[config.mk]
export PLATFORM = sky130hd
export DESIGN_NAME = mc_controller
export DESIGN_NICKNAME = d
export VERILOG_FILES = /design/src/rtl/arm_mc_pkg.sv /design/src/rtl/cond_logic.sv /design/src/rtl/mc_controller.sv
export SDC_FILE = /design/constraint.sdc
export NUM_CORES = 1
export LEC_CHECK = 0
export CORE_ASPECT_RATIO = 1.1
export CORE_MARGIN = 2
export CORE_UTILIZATION = 43
export DETAILED_ROUTE_END_ITERATION = 10
export HOLD_SLACK_MARGIN = 0.12
export PLACE_DENSITY_LB_ADDON = 0.25
export SETUP_SLACK_MARGIN = 0.1
export SLEW_MARGIN = 40
export SYNTH_ARGS = -nofsm -noshare
export SYNTH_HDL_FRONTEND = slang
export SYNTH_SLANG_ARGS = --single-unit
[constraint.sdc]
create_clock -name clk -period 5.25 [get_ports clk]
set_clock_uncertainty 0.1 [all_clocks]
set_input_delay 1.05 -clock clk [delete_from_list [all_inputs] [get_ports clk]]
set_output_delay 1.05 -clock clk [all_outputs]
set_load 0.005 [all_outputs]
[src/rtl/arm_mc_pkg.sv]
// -----------------------------------------------------------------------------
// arm_mc_pkg
// Shared definitions for the multicycle ARM controller:
//   - state_e  : main FSM states
//   - ALU_*    : ALUControl encodings (00 add, 01 sub, 10 and, 11 or)
//   - cond_e   : ARM condition field encodings
//   - OP_*/CMD_*: instruction Op field and data-processing cmd encodings
//   - ctrl_t   : raw per-state control bundle produced by the FSM
//   - cond_eval: condition check against {N,Z,C,V}
// -----------------------------------------------------------------------------
package arm_mc_pkg;

   typedef enum logic [3:0] {
      FETCH    = 4'd0,
      DECODE   = 4'd1,
      MEMADR   = 4'd2,
      MEMRD    = 4'd3,
      MEMWB    = 4'd4,
      MEMWR    = 4'd5,
      EXECUTER = 4'd6,
      EXECUTEI = 4'd7,
      ALUWB    = 4'd8,
      BRANCH   = 4'd9
   } state_e;

   localparam logic [1:0] ALU_ADD = 2'b00;
   localparam logic [1:0] ALU_SUB = 2'b01;
   localparam logic [1:0] ALU_AND = 2'b10;
   localparam logic [1:0] ALU_ORR = 2'b11;

   typedef enum logic [3:0] {
      COND_EQ = 4'b0000,
      COND_NE = 4'b0001,
      COND_CS = 4'b0010,
      COND_CC = 4'b0011,
      COND_MI = 4'b0100,
      COND_PL = 4'b0101,
      COND_VS = 4'b0110,
      COND_VC = 4'b0111,
      COND_HI = 4'b1000,
      COND_LS = 4'b1001,
      COND_GE = 4'b1010,
      COND_LT = 4'b1011,
      COND_GT = 4'b1100,
      COND_LE = 4'b1101,
      COND_AL = 4'b1110,
      COND_NV = 4'b1111
   } cond_e;

   localparam logic [1:0] OP_DP  = 2'b00;
   localparam logic [1:0] OP_MEM = 2'b01;
   localparam logic [1:0] OP_BR  = 2'b10;

   localparam logic [3:0] CMD_AND = 4'b0000;
   localparam logic [3:0] CMD_SUB = 4'b0010;
   localparam logic [3:0] CMD_ADD = 4'b0100;
   localparam logic [3:0] CMD_CMP = 4'b1010;
   localparam logic [3:0] CMD_ORR = 4'b1100;

   // Raw controls before condition gating.
   typedef struct packed {
      logic       next_pc;
      logic       branch;
      logic       reg_w;
      logic       mem_w;
      logic       ir_write;
      logic       adr_src;
      logic [1:0] alu_src_a;
      logic [1:0] alu_src_b;
      logic [1:0] result_src;
      logic       alu_op;
   } ctrl_t;

   // flags = {N,Z,C,V}
   function automatic logic cond_eval(input logic [3:0] cond, input logic [3:0] flags);
      logic n, z, c, v;
      logic res;
      {n, z, c, v} = flags;
      case (cond)
         COND_EQ: res = z;
         COND_NE: res = ~z;
         COND_CS: res = c;
         COND_CC: res = ~c;
         COND_MI: res = n;
         COND_PL: res = ~n;
         COND_VS: res = v;
         COND_VC: res = ~v;
         COND_HI: res = c & ~z;
         COND_LS: res = ~c | z;
         COND_GE: res = (n == v);
         COND_LT: res = (n != v);
         COND_GT: res = ~z & (n == v);
         COND_LE: res = z | (n != v);
         COND_AL: res = 1'b1;
         default: res = 1'b0;  // NV: never executes
      endcase
      return res;
   endfunction

endpackage

[src/rtl/cond_logic.sv]
// -----------------------------------------------------------------------------
// cond_logic
// Holds the NZ/CV flag register, evaluates the instruction condition against
// the registered flags and registers that result once per cycle.
// Ports:
//   clk          - system clock
//   reset_n      - synchronous active-low reset (flags and cond_ex_q cleared)
//   cond_i       - instruction condition field
//   alu_flags_i  - {N,Z,C,V} from the ALU this cycle
//   flag_w_i     - [1] enables NZ update, [0] enables CV update
//   cond_ex_q_o  - condition result registered from the previous cycle
// -----------------------------------------------------------------------------
module cond_logic
   import arm_mc_pkg::*;
(
   input  logic       clk,
   input  logic       reset_n,
   input  logic [3:0] cond_i,
   input  logic [3:0] alu_flags_i,
   input  logic [1:0] flag_w_i,
   output logic       cond_ex_q_o
);

   logic [1:0] nz_q, nz_d;
   logic [1:0] cv_q, cv_d;
   logic       cond_ex;
   logic       cond_ex_q;

   assign cond_ex = cond_eval(cond_i, {nz_q, cv_q});

   // A flag write is itself conditional: a failed condition leaves flags alone.
   always_comb begin
      // NOTE: every comb output gets a default first so no path can infer a latch.
      nz_d = nz_q;
      cv_d = cv_q;
      if (flag_w_i[1] && cond_ex) nz_d = alu_flags_i[3:2];
      if (flag_w_i[0] && cond_ex) cv_d = alu_flags_i[1:0];
   end

   always_ff @(posedge clk) begin
      // NOTE: state uses non-blocking assignments so all registers update from
      // pre-edge values; reset is sampled on the edge like any other input.
      if (!reset_n) begin
         nz_q      <= 2'b00;
         cv_q      <= 2'b00;
         cond_ex_q <= 1'b0;
      end else begin
         nz_q      <= nz_d;
         cv_q      <= cv_d;
         // Registered from pre-update flags, so a flag write in EXECUTE cannot
         // change the write decision taken in the following ALUWB.
         cond_ex_q <= cond_ex;
      end
   end

   assign cond_ex_q_o = cond_ex_q;

endmodule

[src/rtl/mc_controller.sv]
// -----------------------------------------------------------------------------
// mc_controller
// Multicycle ARM control unit: main FSM, ALU decoder, immediate/register source
// decode, PC-write logic, plus the cond_logic flag/condition block.
// Ports:
//   clk, reset_n            - clock, synchronous active-low reset
//   Cond, Op, Funct, Rd      - instruction register fields
//   ALUFlags                 - {N,Z,C,V} from the ALU this cycle
//   PCWrite, MemWrite,
//   RegWrite, IRWrite        - write enables (forced low while reset_n=0)
//   AdrSrc                   - memory address select
//   ALUSrcA, ALUSrcB         - ALU operand selects
//   ResultSrc                - result bus select
//   ImmSrc, RegSrc           - immediate extend / register-read selects
//   ALUControl               - 00 add, 01 sub, 10 and, 11 or
// -----------------------------------------------------------------------------
module mc_controller
   import arm_mc_pkg::*;
#(
   parameter logic [3:0] PC_REG = 4'd15
) (
   input  logic       clk,
   input  logic       reset_n,
   input  logic [3:0] Cond,
   input  logic [1:0] Op,
   input  logic [5:0] Funct,
   input  logic [3:0] Rd,
   input  logic [3:0] ALUFlags,
   output logic       PCWrite,
   output logic       MemWrite,
   output logic       RegWrite,
   output logic       IRWrite,
   output logic       AdrSrc,
   output logic [1:0] ALUSrcA,
   output logic [1:0] ALUSrcB,
   output logic [1:0] ResultSrc,
   output logic [1:0] ImmSrc,
   output logic [1:0] RegSrc,
   output logic [1:0] ALUControl
);

   state_e     state_q, state_d;
   ctrl_t      ctrl;
   logic [1:0] alu_control;
   logic [1:0] flag_w;
   logic       no_write;
   logic       reg_w;
   logic       pcs;
   logic       cond_ex_q;

   // ---------------------------------------------------------------- FSM ----
   always_ff @(posedge clk) begin
      if (!reset_n) state_q <= FETCH;
      else          state_q <= state_d;
   end

   always_comb begin
      state_d = state_q;
      case (state_q)
         FETCH:  state_d = DECODE;
         DECODE: begin
            case (Op)
               OP_DP:   state_d = Funct[5] ? EXECUTEI : EXECUTER;
               OP_MEM:  state_d = MEMADR;
               OP_BR:   state_d = BRANCH;
               default: state_d = FETCH;  // undefined Op: drop back, no writes
            endcase
         end
         MEMADR:   state_d = Funct[0] ? MEMRD : MEMWR;
         MEMRD:    state_d = MEMWB;
         MEMWB:    state_d = FETCH;
         MEMWR:    state_d = FETCH;
         EXECUTER: state_d = ALUWB;
         EXECUTEI: state_d = ALUWB;
         ALUWB:    state_d = FETCH;
         BRANCH:   state_d = FETCH;
         default:  state_d = FETCH;
      endcase
   end

   always_comb begin
      ctrl = '0;
      case (state_q)
         FETCH: begin
            ctrl.adr_src    = 1'b0;
            ctrl.alu_src_a  = 2'b01;
            ctrl.alu_src_b  = 2'b10;
            ctrl.result_src = 2'b10;
            ctrl.ir_write   = 1'b1;
            ctrl.next_pc    = 1'b1;
         end
         DECODE: begin
            ctrl.alu_src_a  = 2'b01;
            ctrl.alu_src_b  = 2'b10;
            ctrl.result_src = 2'b10;
         end
         MEMADR: ctrl.alu_src_b = 2'b01;
         MEMRD:  ctrl.adr_src   = 1'b1;
         MEMWB: begin
            ctrl.result_src = 2'b01;
            ctrl.reg_w      = 1'b1;
         end
         MEMWR: begin
            ctrl.adr_src = 1'b1;
            ctrl.mem_w   = 1'b1;
         end
         EXECUTER: ctrl.alu_op = 1'b1;
         EXECUTEI: begin
            ctrl.alu_src_b = 2'b01;
            ctrl.alu_op    = 1'b1;
         end
         ALUWB: ctrl.reg_w = 1'b1;
         BRANCH: begin
            ctrl.alu_src_a  = 2'b10;
            ctrl.alu_src_b  = 2'b01;
            ctrl.result_src = 2'b10;
            ctrl.branch     = 1'b1;
         end
         default: ctrl = '0;
      endcase
   end

   // -------------------------------------------------------- ALU decode ----
   always_comb begin
      alu_control = ALU_ADD;
      flag_w      = 2'b00;
      if (ctrl.alu_op) begin
         case (Funct[4:1])
            CMD_ADD: alu_control = ALU_ADD;
            CMD_SUB: alu_control = ALU_SUB;
            CMD_AND: alu_control = ALU_AND;
            CMD_ORR: alu_control = ALU_ORR;
            CMD_CMP: alu_control = ALU_SUB;
            default: alu_control = ALU_ADD;
         endcase
         // C and V are only meaningful for arithmetic results.
         flag_w[1] = Funct[0];
         flag_w[0] = Funct[0] & ((alu_control == ALU_ADD) || (alu_control == ALU_SUB));
      end
   end

   // CMP suppression is decoded straight from the instruction fields rather
   // than gated by ALUOp, because the register write happens in ALUWB where
   // ALUOp is already low; the fields stay stable for the whole instruction.
   assign no_write = (Op == OP_DP) && (Funct[4:1] == CMD_CMP);
   assign reg_w    = ctrl.reg_w & ~no_write;
   assign pcs      = ctrl.branch | (reg_w & (Rd == PC_REG));

   // ------------------------------------------------------ cond / flags ----
   cond_logic u_cond_logic (
      .clk         (clk),
      .reset_n     (reset_n),
      .cond_i      (Cond),
      .alu_flags_i (ALUFlags),
      .flag_w_i    (flag_w),
      .cond_ex_q_o (cond_ex_q)
   );

   // ----------------------------------------------------------- outputs ----
   // Enables are masked by reset_n so nothing is written during a reset cycle.
   assign PCWrite    = reset_n & (ctrl.next_pc | (pcs & cond_ex_q));
   assign RegWrite   = reset_n & reg_w & cond_ex_q;
   assign MemWrite   = reset_n & ctrl.mem_w & cond_ex_q;
   assign IRWrite    = reset_n & ctrl.ir_write;
   assign AdrSrc     = ctrl.adr_src;
   assign ALUSrcA    = ctrl.alu_src_a;
   assign ALUSrcB    = ctrl.alu_src_b;
   assign ResultSrc  = ctrl.result_src;
   assign ALUControl = alu_control;
   assign ImmSrc     = Op;
   assign RegSrc     = {(Op == OP_MEM), (Op == OP_BR)};

endmodule

=== Word-level counts from Yosys, hierarchy flattened ===
Index checks and enable logic that the tools add are counted.
Widths: inputs -> output; s select.

* Register bits after elaboration: 9
* Input port bits: 22

* Bitwise gates (word level): 21
* Reduce and logical (&&, ||, !) cells: 16
* Mux-type cells: 18
* Equal/unequal tests: 32

{| class="wikitable"
|+ Operator list
! kind !! number
|-
| $eq 4x4->1 const B || 12
|-
| $eq 4x3->1 const B || 8
|-
| $eq 4x2->1 const B || 5
|-
| $pmux 4 s5 || 1
|-
| $pmux 1 s15 || 1
|-
| $and 1x1->1 || 12
|-
| $logic_not 4->1 || 3
|-
| $pmux 2 s2 || 3
|-
| $pmux 4 s3 || 1
|-
| $reduce_or 2->1 || 5
|-
| $eq 4x1->1 const B || 2
|-
| $mux 1 || 7
|-
| $mux 2 || 3
|-
| $pmux 2 s3 || 1
|-
| $reduce_or 3->1 || 2
|-
| $not 1->1 || 5
|-
| $eq 2x1->1 const B || 2
|-
| $logic_not 2->1 || 2
|-
| $or 1x1->1 || 4
|-
| $logic_and 1x1->1 || 3
|-
| $mux 3 || 1
|-
| $eq 2x2->1 const B || 1
|-
| $eq 1x1->1 || 1
|-
| $logic_or 1x1->1 || 1
|-
| $ne 1x1->1 || 1
|}

=== Longest topological paths before layout ===
Gate-level depths: netlist of the first run.

* Word-level depth: 9
* Depth in mapped cells: 6
* Gate-level depth less buffers: 5

=== Cells and area by module ===
Synthesis of the first run repeated with hierarchy kept, for this count alone.

* Cell total of the unflattened synthesis: 118
* Area, all modules: 930.9 µm²

{| class="wikitable"
|+ Modules (own cells, without submodules)
! module !! times used !! area an instance (µm²) !! cells an instance !! sequential area each (µm²)
|-
| cond_logic || 1 || 485.5 || 58 || 100.1
|-
| mc_controller || 1 || 445.4 || 60 || 80.1
|}

=== Worst setup path before layout of the first run ===
No wires, ideal clock.

* Kind: in2out
* Start: in Funct[3]
* End: out PCWrite
* Stages: 5
* Arrival: 1.994 ns
* Required time: 4.100 ns
* Path buffers: 0
* Path slack: 2.106 ns
* Cells stage by stage: nand4bb_1 > nor3_1 > or4_1 > o21ai_0 > a31o_2

* Longest elaborated chain between the ends: 9

{| class="wikitable"
|+ RTL lines
! item !! RTL line !! source
|-
| start, declared || mc_controller.sv:26 || <nowiki>input logic [5:0] Funct,</nowiki>
|-
| $eq 4x4->1 || mc_controller.sv:145 || <nowiki>assign no_write = (Op == OP_DP) && (Funct[4:1] == CMD_CMP);</nowiki>
|-
| $logic_and 1x1->1 || mc_controller.sv:145 ||
|-
| $not 1->1 || mc_controller.sv:146 || <nowiki>assign reg_w = ctrl.reg_w & ~no_write;</nowiki>
|-
| $and 1x1->1 || mc_controller.sv:146 ||
|-
| $and 1x1->1 || mc_controller.sv:147 || <nowiki>assign pcs = ctrl.branch | (reg_w & (Rd == PC_REG));</nowiki>
|-
| $or 1x1->1 || mc_controller.sv:147 ||
|-
| $and 1x1->1 || mc_controller.sv:161 || <nowiki>assign PCWrite = reset_n & (ctrl.next_pc | (pcs & cond_ex_q));</nowiki>
|-
| $or 1x1->1 || mc_controller.sv:161 ||
|-
| $and 1x1->1 || mc_controller.sv:161 ||
|-
| end, declared || mc_controller.sv:29 || <nowiki>output logic PCWrite,</nowiki>
|}

Every way passes these cells.

=== Worst setup path after layout of the first run ===
Same ends and word-level chain as after synthesis.

==> run_results.csv, run 1 <==
group,metric,value,unit
run_status,outcome,"completed",
floorplan,io_pins,39,
sta,slew_headroom,73.3,%
pwr,peakVddDrop,123,µV
logic_synthesis,ys_ff_latch,9,
detailed_routing,drtIter0Drc,3,
global_route,grt_antenna_before_repair,0,
logic_synthesis,yosysMostFrequentCell,"nand2_1",
worst_setup_path,reg2regPathDepth,5,
logic_synthesis,synthTopCellsByArea,"dfxtp_1 23%, nand2_1 6.6%, mux2i_1 6.3%",
sta,tns,0,ps
pwr,switching_power,0.0516,mW
layout,multi_input_comb_area,551,µm²
worst_setup_path,critical_path_depth,7,
job,cap_violations,0,
logic_synthesis,synthFlopType,"dfxtp_1",
clock_network,postCtsSetupRepairBufs,0,
worst_setup_path,cp_cell_sequence,"clkdlybuf4s50_1 > nand4bb_1 > nor3_1 > or4_1 > o21ai_0 > a31o_2 > clkdlybuf4s50_1",
layout,n_antenna_cell,0,
worst_setup_path,path_class,"input port to primary output",
placed_design,place_congestion,0.831,
pwr,swShare,27.0,%
sta,timing.hold.ws,407,ps
clock_network,cts_tree,"yes",
detailed_routing,ant_nets,0,
clock_network,hold_buffers,0,
clock_network,clock-sinks,9,
layout,seq_area,180,µm²
logic_synthesis,synth_area,798,µm²
clock_network,cts_buffer_depth,2,
worst_setup_path,end_kind,"primary output",
global_route,grtUsageTotal,19.6,%
min_path,hold_depth,2,
pwr,pwr-share-seq,40.1,%
layout,area_delta_synth_final,47.6,%
worst_setup_path,crit_path_start_kind,"input port",
pwr,p_comb_share,32.6,%
pwr,pwr-share-clk,27.3,%
logic_synthesis,synth_top_cell_area_share,22.6,%
layout,num-fill-cells,161,
pwr,cellLeakagePower,0.422,nW
worst_setup_path,critPathMaxFanout,4,
placed_design,pre_cts_slack,961,ps
global_route,first_global_vias,819,
sta,rsz0062_at_grt,"false",
clock_network,clk_pin_slew,60,ps
detailed_routing,viasPerCell,5.61,
logic_synthesis,synth_fp_nets,128,
logic_synthesis,synth_async_sr_flop_share,0,%
worst_setup_path,slowest_stage,"clkdlybuf4s50_1",
sta,period_share,81.5,%
floorplan,coreArea,1760,µm²
layout,fin_area,1180,µm²
placed_design,port_buffers,38,
clock_network,cts_buffers,3,
logic_synthesis,synth_enable_flop_cells,0,
global_route,grt_start_max_net_pins,14,
placed_design,hpwlAfterDp,1.52,mm
floorplan,start_util,45.3,%
logic_synthesis,synth.yosys.seq_area_share,22.6,%
sta,fin_crit,4280,ps
sta,max_freq,0.234,GHz
detailed_routing,wl,1.86,mm
worst_setup_path,slowest_delay,530,ps
floorplan,fp-row-count,16,
global_route,grt.overflow.total,0,
placed_design,dp_cells,153,
floorplan,die_h,49.2,µm
layout,drive_gt1_share,5.76,%
worst_setup_path,crit_arrival,3130,ps
pwr,p_int,0.140,mW
logic_synthesis,synth.distinct_cells,34,
layout,final_util,66.9,%
logic_synthesis,synth_area_per_cell,7.53,µm²
detailed_routing,route.vias.total,881,
clock_network,ctsResizeCount,0,
worst_setup_path,path_buf_inv,2,
clock_network,worstSkewPairLatency,260,ps
sta,hold_viol_final,0,
layout,nets,162,
sta,finalWorstSetupSlack,972,ps
worst_setup_path,critPathMostFrequentCell,"clkdlybuf4s50_1",
worst_setup_path,critical_path_required,4100,ps
detailed_routing,remaining_drc_errors,0,
clock_network,cts-root-buf,"clkbuf_4",
detailed_routing,drtPass1Iterations,2,
logic_synthesis,synth_common_cells,"14 x nand2_1, 9 x dfxtp_1, 8 x nor3_1",
logic_synthesis,synth_largest_area_cell,"dfxtp_1",
pwr,power,0.191,mW
global_route,grt_pass1_wl,3.39,mm
worst_setup_path,critPathTopFamily,"buffers and inverters",
logic_synthesis,ys_warn_count,0,
pwr,powerDensity,162,nW/µm²
min_path,min_path_type,"flop to flop",
sta,drv_slew,0,
clock_network,htreeDepth,1,
layout,fin_cells,157,
sta,worstMarginPinSlew,400,ps
detailed_routing,wire_per_inst,11.8,µm
floorplan,dieArea,2220,µm²
sta,setup_viol,0,
logic_synthesis,postSynthCellCount,106,
floorplan,die_w,45.1,µm
placed_design,placed_area,1150,µm²
layout make-up:
| type | count | share of cell area (%) |
|---|---|---|
| Sequential cell | 9 | 15.3 |
| Multi-Input combinational cell | 83 | 46.7 |
| Timing Repair Buffer | 38 | 32.3 |
| Tap cell | 18 | 1.91 |
| Clock buffer | 4 | 2.23 |
| Inverter | 5 | 1.59 |
worst reg2reg max path: cells and delay by family, from the launching register on:
kind / cells / cell delay [ps]
XOR/XNOR: 1 / 210
flip-flops: 1 / 430
multiplexers: 1 / 220
AO/OA/AOI/OAI: 2 / 490
AND/OR/NAND/NOR: 1 / 200
metal layers:
layer,wire length (µm),track usage (%),share of wire (%)
met3,96,2.96,5.2
met2,984,34.8,53
met4,36,5.88,1.9
met1,741,23.3,40
met5,0,0,0
final timing paths:
check	startpoint	endpoint	slack, ps
min reg2reg	u_cond_logic.cv_q[1]$_SDFFE_PN0P_	u_cond_logic.cv_q[1]$_SDFFE_PN0P_	410
max	Funct[3]	PCWrite	970
min	u_cond_logic.cv_q[1]$_SDFFE_PN0P_	u_cond_logic.cv_q[1]$_SDFFE_PN0P_	410
max reg2reg	u_cond_logic.cv_q[0]$_SDFFE_PN0P_	u_cond_logic.nz_q[0]$_SDFFE_PN0P_	3530
cell usage in the layout (no fill, tap or decap):
cell and instances:
o22a_1 1, a31oi_1 4, nor2b_1 3, mux2i_1 5, a31o_2 1, nor2_1 6
and4b_1 2, clkdlybuf4s50_1 38, nand2b_1 5, xnor2_1 5, clkbuf_1 1, nand4bb_1 2
o31ai_1 1, nand2_1 14, nor3b_1 2, and2_4 1, nor3_1 8, o211ai_1 1
o221ai_1 2, nor4b_2 1, nand4_1 2, clkbuf_4 3, o21ai_0 2, and3_1 1
or4_1 2, a21oi_1 3, dfxtp_1 9, inv_1 5, mux2_2 1, xor2_1 3
nand3_1 2, or3_1 2, o311ai_2 1
cell families (layout without fill, tap and decap cells):
family,Yosys count,after routing,synth area share [%]
xor+xnor,8,8,8.78
buf+inv,14,47,8.46
compound gates,16,16,14.6
flops,9,9,22.6
simple gates,53,53,37.9
mux,6,6,7.68
power by group through the flow:
stage | combinational (mW) | sequential [mW] | clock, mW
after CTS | 0.0629 | 0.0767 | 0.0529
after floorplan | 0.0332 | 0.0734 | 0
final | 0.0624 | 0.0768 | 0.0522
after detailed placement | 0.0626 | 0.0783 | 0
after global placement | 0.0614 | 0.0782 | 0
after global routing | 0.0694 | 0.0777 | 0.0561
flip-flops by register name, indices dropped and copies added (netlist names):
register and cells:
state_q 4, u_cond_logic.cond_ex_q_o 1, u_cond_logic.cv_q 2, u_cond_logic.nz_q 2
(Power assumes the default switching activity.)
==> run 2: changes to the inputs <==
CORE_UTILIZATION = 40   (was 43)
clock period = 4.4 ns   (was 5.25 ns; I/O delays follow)
==> run 2 against run 1 <==
  * Cell area grew 1.6%
  * Power up 21%
  * Routed wire length is 5.8% higher
  * Die area grew 6.8%
  * Count of clock-buffer cells in the layout unchanged
  * Clock power grew 23%
  * Combinational power grew 21%
  * Critical path type unchanged
==> run_results.csv, run 2 (synthesized netlist as in run 1, its figures left out) <==
group,metric,value,unit
clock_network,hold_buffers,0,
layout,nets,163,
pwr,powerDensity,193,nW/µm²
clock_network,cts_buffer_depth,2,
detailed_routing,viasPerCell,5.13,
sta,fin_crit,3960,ps
pwr,switching_power,0.0639,mW
run_status,outcome,"completed",
layout,n_antenna_cell,0,
layout,largest_reg_flops,4,
clock_network,clock-sinks,9,
sta,timing.hold.ws,421,ps
sta,drv_slew,0,
clock_network,ctsResizeCount,0,
placed_design,port_buffers,38,
detailed_routing,wire_per_inst,11.8,µm
placed_design,pre_cts_slack,456,ps
clock_network,cts_buffers,3,
clock_network,cts_tree,"yes",
global_route,grt_pass1_wl,3.29,mm
layout,num-fill-cells,150,
job,cap_violations,0,
sta,setup_viol,0,
min_path,min_path_type,"flop to flop",
clock_network,cts-root-buf,"clkbuf_4",
layout,area_delta_synth_final,50.0,%
pwr,peakVddDrop,153,µV
sta,finalWorstSetupSlack,442,ps
pwr,pwr-share-seq,39.6,%
detailed_routing,wl,1.97,mm
placed_design,placed_area,1170,µm²
global_route,grt_start_max_net_pins,14,
layout,top_regs,"state_q x4, u_cond_logic.cv_q x2, u_cond_logic.nz_q x2",
global_route,grtUsageTotal,18.9,%
global_route,first_global_vias,771,
floorplan,die_w,46.6,µm
sta,hold_viol_final,0,
worst_setup_path,critical_path_required,3420,ps
sta,tns,0,ps
sta,slew_headroom,72.6,%
placed_design,hpwlAfterDp,1.60,mm
clock_network,worstSkewPairLatency,260,ps
layout,drive_gt1_share,6.43,%
floorplan,coreArea,1820,µm²
pwr,cellLeakagePower,0.426,nW
pwr,p_int,0.168,mW
pwr,power,0.231,mW
floorplan,dieArea,2370,µm²
layout,fin_area,1200,µm²
worst_setup_path,path_class,"input port to primary output",
worst_setup_path,critPathMaxFanout,4,
floorplan,io_pins,39,
placed_design,place_congestion,0.858,
sta,period_share,89.9,%
sta,rsz0062_at_grt,"false",
clock_network,clk_pin_slew,60,ps
clock_network,postCtsSetupRepairBufs,0,
layout,layout_common_cells,"38 x clkdlybuf4s50_1, 14 x nand2_1, 9 x dfxtp_1, 8 x nor3_1, 6 x nor2_1",
floorplan,start_util,43.8,%
floorplan,fp-row-count,16,
detailed_routing,route.vias.total,856,
clock_network,htreeDepth,1,
detailed_routing,remaining_drc_errors,0,
sta,worstMarginPinSlew,411,ps
detailed_routing,drtIter0Drc,4,
detailed_routing,drtPass1Iterations,4,
worst_setup_path,crit_arrival,2980,ps
pwr,pwr-share-clk,27.8,%
worst_setup_path,crit_path_start_kind,"input port",
pwr,p_comb_share,32.6,%
layout,final_common_cell,"clkdlybuf4s50_1",
detailed_routing,ant_nets,0,
global_route,grt_antenna_before_repair,0,
pwr,swShare,27.6,%
floorplan,die_h,50.9,µm
worst_setup_path,end_kind,"primary output",
global_route,grt.overflow.total,0,
layout,top_register,"state_q",
sta,max_freq,0.253,GHz
## run 2: changes by cell type in the layout (fill, tap and decap cells not counted)
cell	change
buf_4	+1
## run 2: cell type report
class                   count  area (µm²)  share of cell area (%)
repair buffers             39         388                    32.4
inverters                   5        18.8                    1.57
flip-flops and latches      9         180                    15.0
clock buffers               4        26.3                    2.19
well taps                  27        33.8                    2.82
multi-input cells          83         551                    46.0
## run 2: power by group through the flow
stage                     Clock (mW)  Combinational (mW)  Sequential, mW
after floorplan                    0              0.0396          0.0875
after global placement             0              0.0742          0.0933
after detailed placement           0              0.0760          0.0935
after CTS                     0.0657              0.0762          0.0917
after global routing          0.0706              0.0833          0.0927
final                         0.0643              0.0755          0.0917
## run 2: routing by layer
metal / share of wire [%] / up-vias / GRT usage, %
li1: - / 443 / -
met1: 40 / 382 / 21.5
met5: 0 / - / 0
met2: 52 / 27 / 32.9
met3: 5.9 / 4 / 4.24
met4: 1.8 / 0 / 7.14
## run 2: worst paths after layout
kind,startpoint,end,slack [ps],cells past startpoint
worst min-delay path,u_cond_logic.cv_q[1]$_SDFFE_PN0P_,u_cond_logic.cv_q[1]$_SDFFE_PN0P_,420,2
worst max register to register,u_cond_logic.cv_q[0]$_SDFFE_PN0P_,u_cond_logic.cv_q[1]$_SDFFE_PN0P_,2670,5
worst max-delay path,Funct[3],PCWrite,440,7
worst min register to register,u_cond_logic.cv_q[1]$_SDFFE_PN0P_,u_cond_logic.cv_q[1]$_SDFFE_PN0P_,420,2
## run 2: metrics by stage
stage | utilization, % | cells
finish | 65.7 | 167
global route | 65.7 | 167
CTS | 65.7 | 167
detailed placement | 64.3 | 163
global placement | 64.3 | 163
floorplan | - | 106
## run 2: critical path: stages
cell	delay (ps)
clkdlybuf4s50_1	520
nand4bb_1	150
nor3_1	60
or4_1	500
o21ai_0	200
a31o_2	170
clkdlybuf4s50_1	490
==> run 3: changes to the inputs <==
CORE_UTILIZATION = 42   (was 40)
MAX_ROUTING_LAYER = met4   (was unset)
SYNTH_HIERARCHICAL = 1   (was unset)
==> run 3 against run 2 <==
  * Global-route usage down 0.72 points
  * Routed wire length up 13%
  * Power up 1.5%
  * Via count up 11%
  * Utilization down 1.8 points
  * Synthesized cell count up 11%
  * Sequential power up 0.9%
  * Non-clock buffer count down 1
  * Critical path depth down 2
  * Final cell count up 6.0%
  * Register-to-register slack worse by 140 ps
  * Worst hold slack worse by 5.1 ps
  * Critical path type unchanged
==> run_results.csv, run 3 <==
group,metric,value,unit
layout,drive_gt1_share,7.38,%
pwr,peakVddDrop,221,µV
clock_network,clock-sinks,9,
worst_setup_path,crit_start,"reset_n",
logic_synthesis,synth.yosys.seq_area_share,19.4,%
placed_design,hpwlAfterDp,1.77,mm
global_route,grt_pass1_wl,3.73,mm
clock_network,cts_buffers,3,
clock_network,hold_buffers,0,
layout,largest_reg_flops,4,
worst_setup_path,reg2regPathDepth,5,
min_path,hold_depth,2,
floorplan,start_util,45.6,%
worst_setup_path,crit_path_start_kind,"input port",
logic_synthesis,synth_largest_area_cell,"dfxtp_1",
layout,n_antenna_cell,0,
layout,nets,172,
global_route,grt_antenna_before_repair,0,
detailed_routing,viasPerCell,5.36,
worst_setup_path,critical_path_required,3420,ps
logic_synthesis,synth_enable_flop_cells,0,
logic_synthesis,synthFlopType,"dfxtp_1",
min_path,min_path_type,"flop to flop",
layout,layout_common_cells,"38 x clkdlybuf4s50_1, 13 x nand2_1, 9 x dfxtp_1, 8 x nor2_1, 6 x inv_1",
sta,fin_crit,3750,ps
clock_network,cts_buffer_depth,2,
sta,setup_viol,0,
logic_synthesis,synth.distinct_cells,48,
layout,top_register,"state_q",
floorplan,coreArea,2040,µm²
global_route,grt-busiest-layer,"met2",
floorplan,fp-row-count,17,
sta,hold_viol_final,0,
logic_synthesis,yosysMostFrequentCell,"nand2_1",
pwr,cellLeakagePower,0.446,nW
sta,slew_headroom,65.1,%
detailed_routing,route.vias.total,949,
detailed_routing,wire_per_inst,12.5,µm
sta,worstMarginPinSlew,518,ps
global_route,grt_start_max_net_pins,14,
sta,drv_slew,0,
logic_synthesis,synth_area,931,µm²
clock_network,ctsResizeCount,0,
floorplan,io_pins,39,
detailed_routing,remaining_drc_errors,0,
clock_network,htreeDepth,1,
floorplan,die_h,53.4,µm
logic_synthesis,postSynthCellCount,118,
detailed_routing,drtIter0Drc,19,
logic_synthesis,synth_async_sr_flop_share,0,%
layout,top_regs,"state_q x4, u_cond_logic/cv_q x2, u_cond_logic/nz_q x2",
clock_network,cts-root-buf,"clkbuf_4",
sta,period_share,85.2,%
logic_synthesis,synthTopCellsByArea,"dfxtp_1 19%, mux2i_1 5.4%, nand2_1 5.2%",
worst_setup_path,path_class,"input port to primary output",
worst_setup_path,regToRegSetupSlack,2530,ps
min_path,hold_end,"u_cond_logic/cv_q[1]$_SDFFE_PN0P_",
logic_synthesis,synth_area_per_cell,7.89,µm²
placed_design,place_congestion,0.802,
clock_network,clk_pin_slew,50,ps
job,cap_violations,0,
floorplan,dieArea,2610,µm²
global_route,met2_usage,31.7,%
detailed_routing,drtPass1Iterations,6,
sta,rsz0062_at_grt,"false",
clock_network,postCtsSetupRepairBufs,0,
sta,timing.hold.ws,416,ps
floorplan,die_w,48.9,µm
clock_network,cts_tree,"yes",
worst_setup_path,r2r-start,"u_cond_logic/nz_q[1]$_SDFFE_PN0P_",
global_route,met3_usage,4.24,%
placed_design,port_buffers,38,
global_route,met1_usage,21.4,%
detailed_routing,ant_nets,0,
clock_network,worstSkewPairLatency,250,ps
logic_synthesis,synth_top_cell_area_share,19.4,%
worst_setup_path,r2r_end,"u_cond_logic/cv_q[0]$_SDFFE_PN0P_",
pwr,powerDensity,180,nW/µm²
logic_synthesis,synth_fp_nets,140,
logic_synthesis,synth_common_cells,"13 x nand2_1, 9 x dfxtp_1, 8 x nor2_1",
run_status,outcome,"completed",
min_path,hp-start,"u_cond_logic/cv_q[1]$_SDFFE_PN0P_",
layout,area_delta_synth_final,40.2,%
worst_setup_path,crit_arrival,2770,ps
global_route,first_global_vias,865,
logic_synthesis,ys_warn_count,6,
sta,tns,0,ps
worst_setup_path,end_kind,"primary output",
logic_synthesis,ys_ff_latch,9,
layout,final_common_cell,"clkdlybuf4s50_1",
worst_setup_path,critPathMaxFanout,12,
global_route,grt.overflow.total,0,
detailed_routing,wl,2.22,mm
global_route,grtUsageTotal,18.2,%
sta,max_freq,0.267,GHz
==> run 3: changes by cell type in the layout (fill, tap and decap cells not counted), sizes merged, moves of 2 or more <==
cell,previous run,this run
a22oi,0,3
and4b,2,0
nor2,6,8
nand3b,0,2
nor3,8,5
or3b,0,2
a211oi,0,2
o221ai,2,0
or4,2,0
==> run 3: cell type report <==
| class | instances | area [µm²] |
|---|---|---|
| Clock buffer | 4 | 26.3 |
| Sequential cell | 9 | 180 |
| Tap cell | 28 | 35.0 |
| Multi-Input combinational cell | 92 | 661 |
| Timing Repair Buffer | 38 | 380 |
| Inverter | 6 | 22.5 |
| Fill cell | 180 | 737 |
==> run 3: worst max path at each step <==
| stage | end | slack (ps) | cells past startpoint |
|---|---|---|---|
| 2_1_floorplan | PCWrite | 1920 | 3 |
| 3_3_place_gp | PCWrite | 740 | 5 |
| 3_5_place_dp | PCWrite | 660 | 5 |
| 4_1_cts | PCWrite | 660 | 5 |
| 5_1_grt | PCWrite | 580 | 5 |
| 6_report | PCWrite | 650 | 5 |
==> run 3: power by group <==
group | switching (mW) | internal, mW | total [mW]
logic | 0.0321 | 0.0512 | 0.0833
clock network | 0.0244 | 0.0347 | 0.0590
registers | 0.00780 | 0.0847 | 0.0925
total | 0.0643 | 0.171 | 0.235
==> run 3: cell families after synthesis <==
group | share of synthesized area (%)
multiplexers | 6.59
buffers and inverters | 9.68
AO/OA/AOI/OAI | 21.4
XOR/XNOR | 5.65
AND/OR/NAND/NOR | 37.4
flip-flops | 19.4
==> run 3: per-stage QoR <==
step / instances / util, % / worst slack [ps] / power (mW) / area, µm²
6_report: 177 / 63.9 / 651 / 0.235 / 1310
5_1_grt: 177 / 63.9 / 584 / 0.251 / 1310
4_1_cts: 177 / 63.9 / 658 / 0.237 / 1310
3_5_place_dp: 173 / 62.6 / 664 / 0.177 / 1280
3_3_place_gp: 173 / 62.6 / 740 / 0.174 / 1280
2_1_floorplan: 118 / - / 1920 / 0.137 / 931
==> run 3: critical path: stages <==
cell and delay (ps):
clkdlybuf4s50_1 760, nand4bb_1 190, a211oi_2 270, a32o_1 160
clkdlybuf4s50_1 500
==> run 3: per-layer routing <==
layer	up-vias	routed length, µm
met1	424	1010
met2	40	999
met3	2	194
li1	483	-
met5	-	0
met4	0	16
